File: src/rtl/column_renderer.sv
// rtl/column_renderer.sv - sequential block-drawing engine that walks one column of cell codes
module column_renderer #(
    parameter int NUM_CELLS  = 14,
    parameter int CODE_W     = 2,
    parameter int CELL_W     = 8,
    parameter int CELL_H     = 8,
    parameter int X_W        = 8,
    parameter int Y_W        = 7,
    parameter int COLOUR_W   = 3,
    parameter int SKIP_EMPTY = 0
) (
    input  logic                              clk,
    input  logic                              reset,
    input  logic                              start,
    input  logic [NUM_CELLS*CODE_W-1:0]       column_data,
    input  logic [X_W-1:0]                    x_base,
    input  logic [Y_W-1:0]                    y_base,
    input  logic [(2**CODE_W)*COLOUR_W-1:0]   palette,
    input  logic                              pix_ready,
    output logic                              pix_valid,
    output logic [X_W-1:0]                    pix_x,
    output logic [Y_W-1:0]                    pix_y,
    output logic [COLOUR_W-1:0]               pix_colour,
    output logic                              busy,
    output logic                              done
);

    localparam int DATA_W = NUM_CELLS * CODE_W;
    localparam int PAL_W  = (2**CODE_W) * COLOUR_W;
    localparam int IDX_W  = (NUM_CELLS > 1) ? $clog2(NUM_CELLS) : 1;
    localparam int COL_W  = (CELL_W > 1) ? $clog2(CELL_W) : 1;
    localparam int ROW_W  = (CELL_H > 1) ? $clog2(CELL_H) : 1;

    localparam logic [IDX_W-1:0] IDX_LAST = IDX_W'(NUM_CELLS - 1);
    localparam logic [COL_W-1:0] COL_LAST = COL_W'(CELL_W - 1);
    localparam logic [ROW_W-1:0] ROW_LAST = ROW_W'(CELL_H - 1);

    typedef enum logic [1:0] {IDLE, SCAN, DRAW, DONE} state_t;

    state_t                 state_q;
    logic                   lead_q;
    logic [DATA_W-1:0]      data_q;
    logic [X_W-1:0]         xb_q;
    logic [Y_W-1:0]         yb_q;
    logic [PAL_W-1:0]       pal_q;
    logic [IDX_W-1:0]       cell_idx_q;
    logic [COL_W-1:0]       col_q;
    logic [ROW_W-1:0]       row_q;
    logic                   pix_valid_q;
    logic [X_W-1:0]         pix_x_q;
    logic [Y_W-1:0]         pix_y_q;
    logic [COLOUR_W-1:0]    colour_q;
    logic                   busy_q;
    logic                   done_q;

    logic [CODE_W-1:0]      cell_code_d;
    logic [COLOUR_W-1:0]    cell_colour_d;
    logic [Y_W-1:0]         cell_y_d;

    assign cell_code_d   = data_q[cell_idx_q*CODE_W +: CODE_W];
    assign cell_colour_d = pal_q[cell_code_d*COLOUR_W +: COLOUR_W];
    assign cell_y_d      = yb_q + Y_W'(int'(cell_idx_q) * CELL_H);

    assign pix_valid  = pix_valid_q;
    assign pix_x      = pix_x_q;
    assign pix_y      = pix_y_q;
    assign pix_colour = colour_q;
    assign busy       = busy_q;
    assign done       = done_q;

    always_ff @(posedge clk or negedge reset) begin
        if (!reset) begin
            state_q     <= IDLE;
            lead_q      <= 1'b0;
            data_q      <= '0;
            xb_q        <= '0;
            yb_q        <= '0;
            pal_q       <= '0;
            cell_idx_q  <= '0;
            col_q       <= '0;
            row_q       <= '0;
            pix_valid_q <= 1'b0;
            pix_x_q     <= '0;
            pix_y_q     <= '0;
            colour_q    <= '0;
            busy_q      <= 1'b0;
            done_q      <= 1'b0;
        end else begin
            done_q <= 1'b0;
            case (state_q)
                IDLE: begin
                    if (start) begin
                        data_q     <= column_data;
                        xb_q       <= x_base;
                        yb_q       <= y_base;
                        pal_q      <= palette;
                        cell_idx_q <= '0;
                        col_q      <= '0;
                        row_q      <= '0;
                        lead_q     <= 1'b1;
                        busy_q     <= 1'b1;
                        state_q    <= SCAN;
                    end
                end
                SCAN: begin
                    // One lead-in cycle per frame: first pixel appears two edges after the start edge
                    if (lead_q) begin
                        lead_q <= 1'b0;
                    end else if ((SKIP_EMPTY != 0) && (cell_code_d == '0)) begin
                        if (cell_idx_q == IDX_LAST) begin
                            done_q  <= 1'b1;
                            state_q <= DONE;
                        end else begin
                            cell_idx_q <= cell_idx_q + 1'b1;
                        end
                    end else begin
                        colour_q    <= cell_colour_d;
                        pix_x_q     <= xb_q;
                        pix_y_q     <= cell_y_d;
                        pix_valid_q <= 1'b1;
                        state_q     <= DRAW;
                    end
                end
                DRAW: begin
                    if (pix_ready) begin
                        if (col_q == COL_LAST) begin
                            col_q <= '0;
                            if (row_q == ROW_LAST) begin
                                row_q       <= '0;
                                pix_valid_q <= 1'b0;
                                if (cell_idx_q == IDX_LAST) begin
                                    done_q  <= 1'b1;
                                    state_q <= DONE;
                                end else begin
                                    cell_idx_q <= cell_idx_q + 1'b1;
                                    state_q    <= SCAN;
                                end
                            end else begin
                                row_q   <= row_q + 1'b1;
                                pix_x_q <= xb_q;
                                pix_y_q <= pix_y_q + 1'b1;
                            end
                        end else begin
                            col_q   <= col_q + 1'b1;
                            pix_x_q <= pix_x_q + 1'b1;
                        end
                    end
                end
                DONE: begin
                    busy_q  <= 1'b0;
                    state_q <= IDLE;
                end
                default: state_q <= IDLE;
            endcase
        end
    end

endmodule

File: config.mk
export PLATFORM = sky130hd
export DESIGN_NAME = column_renderer
export DESIGN_NICKNAME = d
export VERILOG_FILES = /design/src/rtl/column_renderer.sv
export SDC_FILE = /design/constraint.sdc
export NUM_CORES = 1
export LEC_CHECK = 0
export BUFFER_PORTS_ARGS = -buffer_cell sky130_fd_sc_hd__buf_2
export CORE_ASPECT_RATIO = 1.25
export CORE_MARGIN = 2
export CORE_UTILIZATION = 35
export CTS_CLUSTER_SIZE = 30
export DETAILED_ROUTE_END_ITERATION = 8
export MAX_ROUTING_LAYER = met4
export PLACE_DENSITY_LB_ADDON = 0.3
export SLEW_MARGIN = 20
export SYNTH_ARGS = -nofsm -noshare
export SYNTH_HDL_FRONTEND = slang
export SYNTH_SLANG_ARGS = --single-unit
File: constraint.sdc
create_clock -name clk -period 2.2 [get_ports clk]
set_clock_uncertainty 0.1 [all_clocks]
set_input_delay 0.33 -clock clk [delete_from_list [all_inputs] [get_ports clk]]
set_output_delay 0.33 -clock clk [all_outputs]
set_load 0.01 [all_outputs]
======== Word level (Yosys, flattened, before mapping) ========
Index checks and enable logic that the tools add are counted.
W data, S select, Z words.
operators by class
  equality and inequality tests ........... 14
  multipliers ............................. 1
  mux-type cells .......................... 44
  add/sub/neg operators ................... 6
  reduce and logical (&&, ||, !) cells .... 16
  shifts and indexed selects .............. 2
  bitwise operators ....................... 1
operator list
  kind                   count
  $mux W8                4
  $mux W7                4
  $shiftx A28 B6 Y2      1
  $mux W4                5
  $mux W3                6
  $pmux W8 S2            1
  $reduce_and A5 Y1      3
  $ne A2 B2 Y1 const B   7
  $pmux W7 S2            1
  $mux W2                6
  $pmux W3 S2            2
  $shiftx A12 B5 Y3      1
  $mux W1                10
  $add A8 B1 Y8 const B  1
  $pmux W2 S4            1
  $pmux W4 S2            1
  $reduce_and A2 Y1      4
  $reduce_and A4 Y1      2
  $reduce_bool A2 Y1     4
  $add A7 B1 Y7 const B  1
  $add A7 B7 Y7          1
  $add A3 B1 Y3 const B  2
  $eq A3 B3 Y1 const B   2
  $pmux W1 S2            3
  other kinds (10)       11
storage, ports and cells
  input bits .............................. 59
  output and inout bits ................... 21
  register bits after elaboration ......... 89

======== Logic depth before layout (Yosys ltp) ========
Gate-level depths: netlist (run 1).
  word-level depth ........................ 6
  gate-level depth with buffers ........... 9
  mapped depth without buffers ............ 8

======== Worst setup path after synthesis (run 1) ========
Ideal clock, no wire load.
  path kind ............................... register to register
  from .................................... register cell_idx_q[0]
  to ...................................... register colour_q[1] (netlist: pix_colour[1])
  path slack .............................. -0.180 ns
  period minus slack after synthesis ...... 2.380 ns
  stages on the path, launching flop included .. 8
  arrival time ............................ 2.154 ns
  path through ............................ dfrtp_1 > buf_4 > mux2i_1 > o31ai_4 > a21oi_2 > nor3_2 > mux2_4 > a311o_1
between the ends
  word-level cells in the longest chain between the ends .. 3
RTL lines
  item                    line  source
  from (decl)             46    logic [IDX_W-1:0] cell_idx_q;
  from (signal assigned)  114   cell_idx_q <= cell_idx_q + 1'b1;
  from (signal assigned)  135   cell_idx_q <= cell_idx_q + 1'b1;
  $shiftx A28 B6 Y2       60    assign cell_code_d = data_q[cell_idx_q*CODE_W +: CODE_W];
  $mul A2 B2 Y4           61    assign cell_colour_d = pal_q[cell_code_d*COLOUR_W +: COLOUR_W];
  $shiftx A12 B5 Y3       61
  to (signal assigned)    117   colour_q <= cell_colour_d;
  to (decl)               52    logic [COLOUR_W-1:0] colour_q;
Every way passes these cells.
A chain may end at the register's enable or synchronous reset.

======== Worst setup path in the final report (run 1) ========
Ends and elaborated chain as after synthesis.

==> key figures, run 1 <==
Timing
  – Tcrit/Tclk final: 103.3%
  – Slew @ Worst Pin: 0.4900 ns
  – Slew Limit Fails: 0
  – Achievable Freq: 439.9 MHz
  – RSZ-0062 raised after global routing: true
  – Final Critical Period: 2.273 ns
  – Final worst-path setup slack: -0.07322 ns
  – Hold Fails Final Rpt: 0
  – # setup viols final: 1
  – Rel. slew slack: 67.33%

Yosys
  – Syn nets: 440
  – Synth unique cells: 49
  – Yosys reg bits: 89
  – Synth warn: 0
  – XOR/XNOR share of the synthesized area: 1.017%
  – Synth Area in Simple Gates: 9.128%
  – Cells after synthesis: 368
  – Post-synth EDFFs: 0
  – Most used DFF post-synth: dfrtp_1
  – Register area share after synthesis: 51.74%
  – Largest family of logic cells by synthesized area: multiplexers
  – Post-synthesis instance area: 4304 um^2
  – Mux cell area share after synthesis: 19.59%
  – Compound-Gate Fraction of Synth Area: 11.74%
  – FFs w/ async S/R, synth: 100.0%
  – Post-synthesis adder-cell area fraction: 3.953%
  – Post-Syn Area per Cell: 11.70 um^2

Global route
  – Antenna violations before repair: 0
  – Global Route Usage Sum: 16.43%
  – Global-route wire length before repair: 16080 um
  – Pin count of the biggest net entering global routing: 90
  – Grt ovf: 0
  – Vias in the first global route: 3246

Power
  – Pint: 4.993 mW
  – Logic pwr share: 39.8%
  – Maximum VDD drop: 0.5568 mV
  – Net Sw Power: 2.526 mW
  – Power share of the clock group: 20.9%
  – Switching share of power: 33.60%
  – Static leakage: 2.473 nW
  – Seq pwr share: 39.3%
  – P per Cell Area: 1392 nW/um^2

Detailed routing
  – WL per Instance: 15.25 um
  – Via count: 3180
  – Via density: 5.008
  – First drt pass iteration count: 4
  – DRC: 0
  – Final ANT Viol Nets: 0
  – Initial detailed-routing violation count: 105
  – Routed WL: 9681 um

Clock tree
  – Worst-Skew Late Latency: 0.34 ns
  – Clk sinks: 89
  – Clock root buffer: clkbuf_16
  – CTS max path bufs: 2
  – CTS tree: done
  – Cts bufs inserted: 9
  – CTS H-tree depth: 3
  – Clk slew on worst S/H paths: 0.06 ns

Floorplanning
  – Initial Utilization: 35.72%
  – Die Ht: 128.0 um
  – Die Wd: 103.2 um
  – Cell row count: 45
  – Die area: 13210 um^2
  – IO Count: 80
  – Core Box Area: 12050 um^2

Setup path
  – Crit path from: cell_idx_q[0]
  – Worst R2R Path Depth: 6
  – Crit-path cells: mux2_4 > a221o_1 > a21oi_2 > nor3_4 > mux2_4 > a311o_1
  – WS Path Type: flop to flop
  – Startpoint Class: flop
  – Required time of the critical path: 2.33 ns
  – CP peak stage delay: 0.43 ns
  – Reg2Reg Launch Point: cell_idx_q[0]
  – Worst path bufs/invs: 0
  – Reg2reg setup slack: -0.07 ns
  – CP dominant cell by count: mux2_4
  – CP max-delay cell: dfrtp_1
  – CP Depth: 6
  – Setup crit end: pix_colour[1]
  – Critical Path AT: 2.40 ns
  – CP top delay family: compound AO/OA/AOI/OAI gates
  – Nature of the critical path endpoint: flop
  – Critical Path Fanout Max: 3
  – Reg2reg end: pix_colour[1]

Placed design
  – Post-DP HPWL: 6984 um
  – Place WS: -0.1314 ns
  – GP Congestion: 0.7955
  – Buffers added on ports: 79

Run status
  – Status: complete, but fails checks
  – Violated checks: setup timing

Worst hold path
  – Worst hold-check path type: input pin to flop
  – Worst hold path stage count: 3

Finish
  – Filler Cell Count: 1156
  – Layout cells sized above 1: 39.49%
  – Antenna diode count: 0
  – Reg area: 2227 um^2
  – Final net count: 538
  – Area of the multi-input gates: 1998 um^2
  – Area growth, synth to finish: 25.47%
  – Final Util: 44.82%

Job
  – Maxcap violations: 0
-- routing by layer --
metal / GRT usage, % / part of all wire (%)
met5: - / 0
met4: 7.198 / 1.8
met3: 2.781 / 3.1
met2: 25.48 / 51
met1: 21.13 / 44
-- area by class of cell --
class	instances	area share, %
well taps	164	3.800
inverters	14	0.9731
clock inverters	2	0.6487
multi-input cells	248	37.00
repair buffers	104	11.26
flip-flops and latches	89	41.24
clock buffers	14	5.074
-- power groups by stage --
stage,clock [mW],sequential (mW),combinational [mW]
finish,1.57,2.95,2.99
global route,1.68,3.07,3.35
CTS,1.62,2.96,2.99
detailed placement,0,2.98,2.88
global placement,0,2.96,2.79
floorplan,0,2.85,2.03
-- cells by family (layout without fill, tap and decap cells) --
family | count (synthesis) | after routing
buffers and inverters | 31 | 134
AO/OA/AOI/OAI | 79 | 79
adder cells (fa/ha/maj) | 13 | 13
flip-flops | 89 | 89
multiplexers | 69 | 69
AND/OR/NAND/NOR | 82 | 82
XOR/XNOR | 5 | 5
-- flip-flops by register name, indices dropped and copies added (netlist names) --
name        cells
state_q         2
pix_colour      3
cell_idx_q      4
pix_valid       1
data_q         28
pix_x           8
lead_q          1
pal_q          12
col_q           3
yb_q            7
busy            1
done            1
row_q           3
pix_y           7
xb_q            8
-- per-stage QoR --
| stage | cell area, um^2 | cells | TNS, ns | hold slack [ns] | total power [mW] |
|---|---|---|---|---|---|
| 3_3_place_gp | 5015 | 614 | -0.1014 | 0.3129 | 5.752 |
| 6_report | 5400 | 635 | -0.07322 | 0.1046 | 7.519 |
| 3_5_place_dp | 5015 | 614 | -0.2926 | 0.3202 | 5.860 |
| 2_1_floorplan | 4313 | 368 | -0.08336 | -0.06559 | 4.885 |
| 4_1_cts | 5383 | 635 | -0.09248 | 0.09276 | 7.568 |
| 5_1_grt | 5400 | 635 | -0.2029 | 0.1151 | 8.093 |
-- layout by cell type, fill, tap and decap left out, types with 3 or more instances in the layout --
| master | Yosys | layout |
|---|---|---|
| clkbuf_16 | 0 | 9 |
| nand2_1 | 23 | 23 |
| nand3_1 | 10 | 10 |
| mux2_2 | 55 | 54 |
| buf_4 | 1 | 22 |
| mux2_4 | 1 | 3 |
| buf_2 | 1 | 78 |
| clkbuf_8 | 0 | 3 |
| a21oi_1 | 21 | 21 |
| o22a_1 | 3 | 3 |
| o31a_1 | 3 | 3 |
| mux2i_1 | 7 | 6 |
| dfrtp_1 | 89 | 89 |
| nor3_1 | 4 | 4 |
| a22oi_1 | 4 | 4 |
| o21ai_0 | 28 | 28 |
| mux4_1 | 4 | 3 |
| inv_1 | 14 | 14 |
| o22ai_1 | 3 | 3 |
| nor2_1 | 24 | 23 |
| ha_1 | 12 | 11 |
| nor2b_1 | 5 | 5 |
| and3_1 | 5 | 5 |
| xnor2_1 | 4 | 4 |
-- Yosys cell counts, drive strengths merged, types with 2 or more instances --
cell type / instances / share of area (%)
nand3: 10 / 1.2
a22oi: 4 / 0.70
nand2: 23 / 2.0
nor2b: 5 / 0.73
inv: 14 / 1.2
nor2: 24 / 2.1
nand2b: 3 / 0.44
o221ai: 2 / 0.41
nor4b: 2 / 0.41
o31ai: 2 / 0.67
xnor2: 4 / 0.81
buf: 2 / 0.29
o21ai: 28 / 3.3
nor3b: 3 / 0.52
clkbuf: 15 / 1.3
nor3: 5 / 0.70
o22ai: 3 / 0.44
mux2: 57 / 15
and3: 5 / 0.73
mux4: 5 / 3.0
o31a: 3 / 0.61
mux2i: 7 / 1.6
ha: 12 / 3.5
o22a: 3 / 0.61
a21oi: 22 / 2.6
dfrtp: 89 / 52
-- tightest hold or removal path, delay by kind of cell --
family	cells	cell delay, ns
AO/OA/AOI/OAI	1	0.05
buffers and inverters	1	0.09
AND/OR/NAND/NOR	1	0.04
-- what timing repair did --
action,CTS,global route
setup endpoints to repair,3,4
hold buffers,1,0
resized for setup,6,4
buffers inserted,4,0
endpoints found under the hold margin,89,0
pin swaps,4,4
-- how the worst min path moves through the flow --
| stage | startpoint | end | slack [ns] |
|---|---|---|---|
| floorplan | reset | busy | -0.07 |
| global placement | reset | pal_q[3] | 0.31 |
| detailed placement | reset | busy | 0.32 |
| CTS | palette[4] | pal_q[4] | 0.09 |
| global route | x_base[5] | xb_q[5] | 0.12 |
| finish | palette[4] | pal_q[4] | 0.10 |
(Power assumes the default switching activity.)
==> run 2: changes to the inputs <==
--- a/config.mk
+++ b/config.mk
@@ -12,7 +12,7 @@
 export CTS_CLUSTER_SIZE = 30
 export DETAILED_ROUTE_END_ITERATION = 8
 export MAX_ROUTING_LAYER = met4
-export PLACE_DENSITY_LB_ADDON = 0.3
+export PLACE_DENSITY = 0.67
 export SLEW_MARGIN = 20
 export SYNTH_ARGS = -nofsm -noshare
 export SYNTH_HDL_FRONTEND = slang
==> constraint.sdc (replaced) <==
create_clock -name clk -period 1.9 [get_ports clk]
set_clock_uncertainty 0.1 [all_clocks]
set_input_delay 0.285 -clock clk [delete_from_list [all_inputs] [get_ports clk]]
set_output_delay 0.285 -clock clk [all_outputs]
set_load 0.01 [all_outputs]
==> key figures, run 2 (same netlist as run 1, synthesis figures left out) <==
Clock tree
  – CTS max path bufs: 2 (unchanged)
  – Clk slew on worst S/H paths: 0.06 ns (about the same)
  – Clk sinks: 89 (unchanged)
  – CTS tree: done
  – Worst-Skew Late Latency: 0.34 ns (about the same)
  – CTS H-tree depth: 3 (unchanged)
  – Clock root buffer: clkbuf_16
  – Cts bufs inserted: 9 (unchanged)

Setup path
  – WS Path Type: flop to flop
  – Critical Path Fanout Max: 3 (unchanged)
  – Startpoint Class: flop
  – Crit path from: cell_idx_q[0]
  – Nature of the critical path endpoint: flop
  – Required time of the critical path: 2.02 ns (-0.31 ns)
  – Setup crit end: pix_colour[1]
  – Critical Path AT: 2.36 ns (-0.04 ns)
  – Reg2Reg Launch Point: cell_idx_q[0]
  – Reg2reg end: pix_colour[1]
  – Worst R2R Path Depth: 6 (unchanged)
  – Reg2reg setup slack: -0.35 ns (-0.28 ns)

Timing
  – RSZ-0062 raised after global routing: true
  – Achievable Freq: 444.8 MHz (+1.1%)
  – Final Critical Period: 2.248 ns (-0.02481 ns)
  – Tcrit/Tclk final: 118.3% (+15 points)
  – Slew @ Worst Pin: 0.2972 ns (-0.1928 ns)
  – Final worst-path setup slack: -0.3484 ns (-0.2752 ns)
  – Worst hold margin: 0.07813 ns (-0.02643 ns)
  – Rel. slew slack: 79.62% (+12 points)
  – Slew Limit Fails: 0 (unchanged)
  – # setup viols final: 5 (+4)
  – Hold Fails Final Rpt: 0 (unchanged)

Finish
  – Final net count: 553 (+2.8%)
  – Most frequent cells in the layout: 89 x dfrtp_1, 78 x buf_2, 54 x mux2_2
  – Layout cells sized above 1: 46.60% (+7.1 points)
  – Filler Cell Count: 1132 (-2.1%)
  – Largest regs: data_q (28), pal_q (12)
  – Area growth, synth to finish: 32.12%
  – Layout Cell Area excl Fill: 5687 um^2 (+5.3%)
  – Final Util: 47.20% (+2.4 points)
  – Antenna diode count: 0 (unchanged)
  – Max reg flops: 28 (unchanged)
  – Commonest non-fill, non-tap cell in the layout: dfrtp_1
  – Largest Register: data_q
  – Final cell count without fillers: 649 (+2.2%)

Worst hold path
  – Worst hold-check path type: input pin to flop
  – Hold path startpoint: y_base[4]
  – Worst hold path stage count: 3 (unchanged)

Floorplanning
  – Die area: 13210 um^2 (unchanged)
  – Initial Utilization: 35.72% (unchanged)
  – Cell row count: 45 (unchanged)
  – Die Ht: 128.0 um (unchanged)
  – Core Box Area: 12050 um^2 (unchanged)
  – Die Wd: 103.2 um (unchanged)
  – IO Count: 80 (unchanged)

Detailed routing
  – DRC: 0 (unchanged)
  – Routed WL: 10290 um (+6.3%)
  – Via count: 3298 (+3.7%)
  – Final ANT Viol Nets: 0 (unchanged)
  – Initial detailed-routing violation count: 117 (+11%)
  – Via density: 5.082 (+1.5%)
  – First drt pass iteration count: 4 (unchanged)
  – WL per Instance: 15.85 um (+4.0%)

Global route
  – Global Route Usage Sum: 16.66% (+0.23 points)
  – Global-route wire length before repair: 16570 um (+3.1%)
  – Antenna violations before repair: 0 (unchanged)
  – Pin count of the biggest net entering global routing: 38 (-58%)
  – Vias in the first global route: 3355 (+3.4%)
  – Grt ovf: 0 (unchanged)

Power
  – Tot Pwr: 9.260 mW (+23%)
  – Static leakage: 2.606 nW (+5.4%)
  – Maximum VDD drop: 0.8596 mV (+54%)
  – P per Cell Area: 1628 nW/um^2 (+17%)

Placed design
  – Placed cell area: 5116 um^2 (+2.0%)
  – Post-DP HPWL: 7546 um (+8.0%)
  – GP Congestion: 0.8295 (+4.3%)
  – DP Cell Count: 625 (+1.8%)
  – Buffers added on ports: 79 (unchanged)

Run status
  – Violated checks: setup timing
  – Status: complete, but fails checks

Job
  – Maxcap violations: 0 (unchanged)
[run 2: critical path: stages (launching register included)]
cell and delay (ns):
dfrtp_1 0.43, mux2_4 0.31, a221o_1 0.44, nor2_2 0.21, nor3_4 0.08, mux2_4 0.30
a311o_1 0.27
[run 2: cell type report]
cell class / instances / area [um^2] / area share [%]
timing repair buffer: 119 / 744.5 / 13.09
sequential: 89 / 2227 / 39.16
multi-input combinational: 248 / 2125 / 37.36
inverter: 14 / 52.55 / 0.9241
tap: 164 / 205.2 / 3.608
clock inverter: 6 / 107.6 / 1.892
clock buffer: 9 / 225.2 / 3.960
[run 2: power breakdown]
group          switching, mW  internal (mW)
clock network          0.710           1.27
registers              0.663           2.78
logic                   1.75           2.09
[run 2: per-layer routing]
layer | vias up | track usage (%) | wire [um]
li1 | 1552 | - | -
met1 | 1655 | 20.65 | 4397
met2 | 76 | 27.01 | 5337
met3 | 15 | 3.762 | 409
met4 | 0 | 5.263 | 142
met5 | - | - | 0
[run 2: timing repair]
action,in CTS,in global routing
setup buffers,2,7
setup endpoints to repair,7,20
gates cloned,0,0
endpoints found under the hold margin,65,0
pin swaps,8,19
hold buffers,1,0
gates resized for setup,15,34
[run 2: stage by stage]
stage	setup slack [ns]	TNS (ns)
finish	-0.3484	-0.9061
global route	-0.4118	-2.115
CTS	-0.3574	-0.8051
detailed placement	-0.4053	-1.173
global placement	-0.3254	-0.9007
floorplan	-0.3834	-0.6994
[run 2: worst min path at each step]
stage / endpoint / slack, ns
final: yb_q[4] / 0.08
after global routing: data_q[21] / 0.07
after CTS: data_q[18] / 0.07
after detailed placement: pix_y[5] / 0.04
after global placement: pix_y[5] / 0.04
after floorplan: busy / -0.11
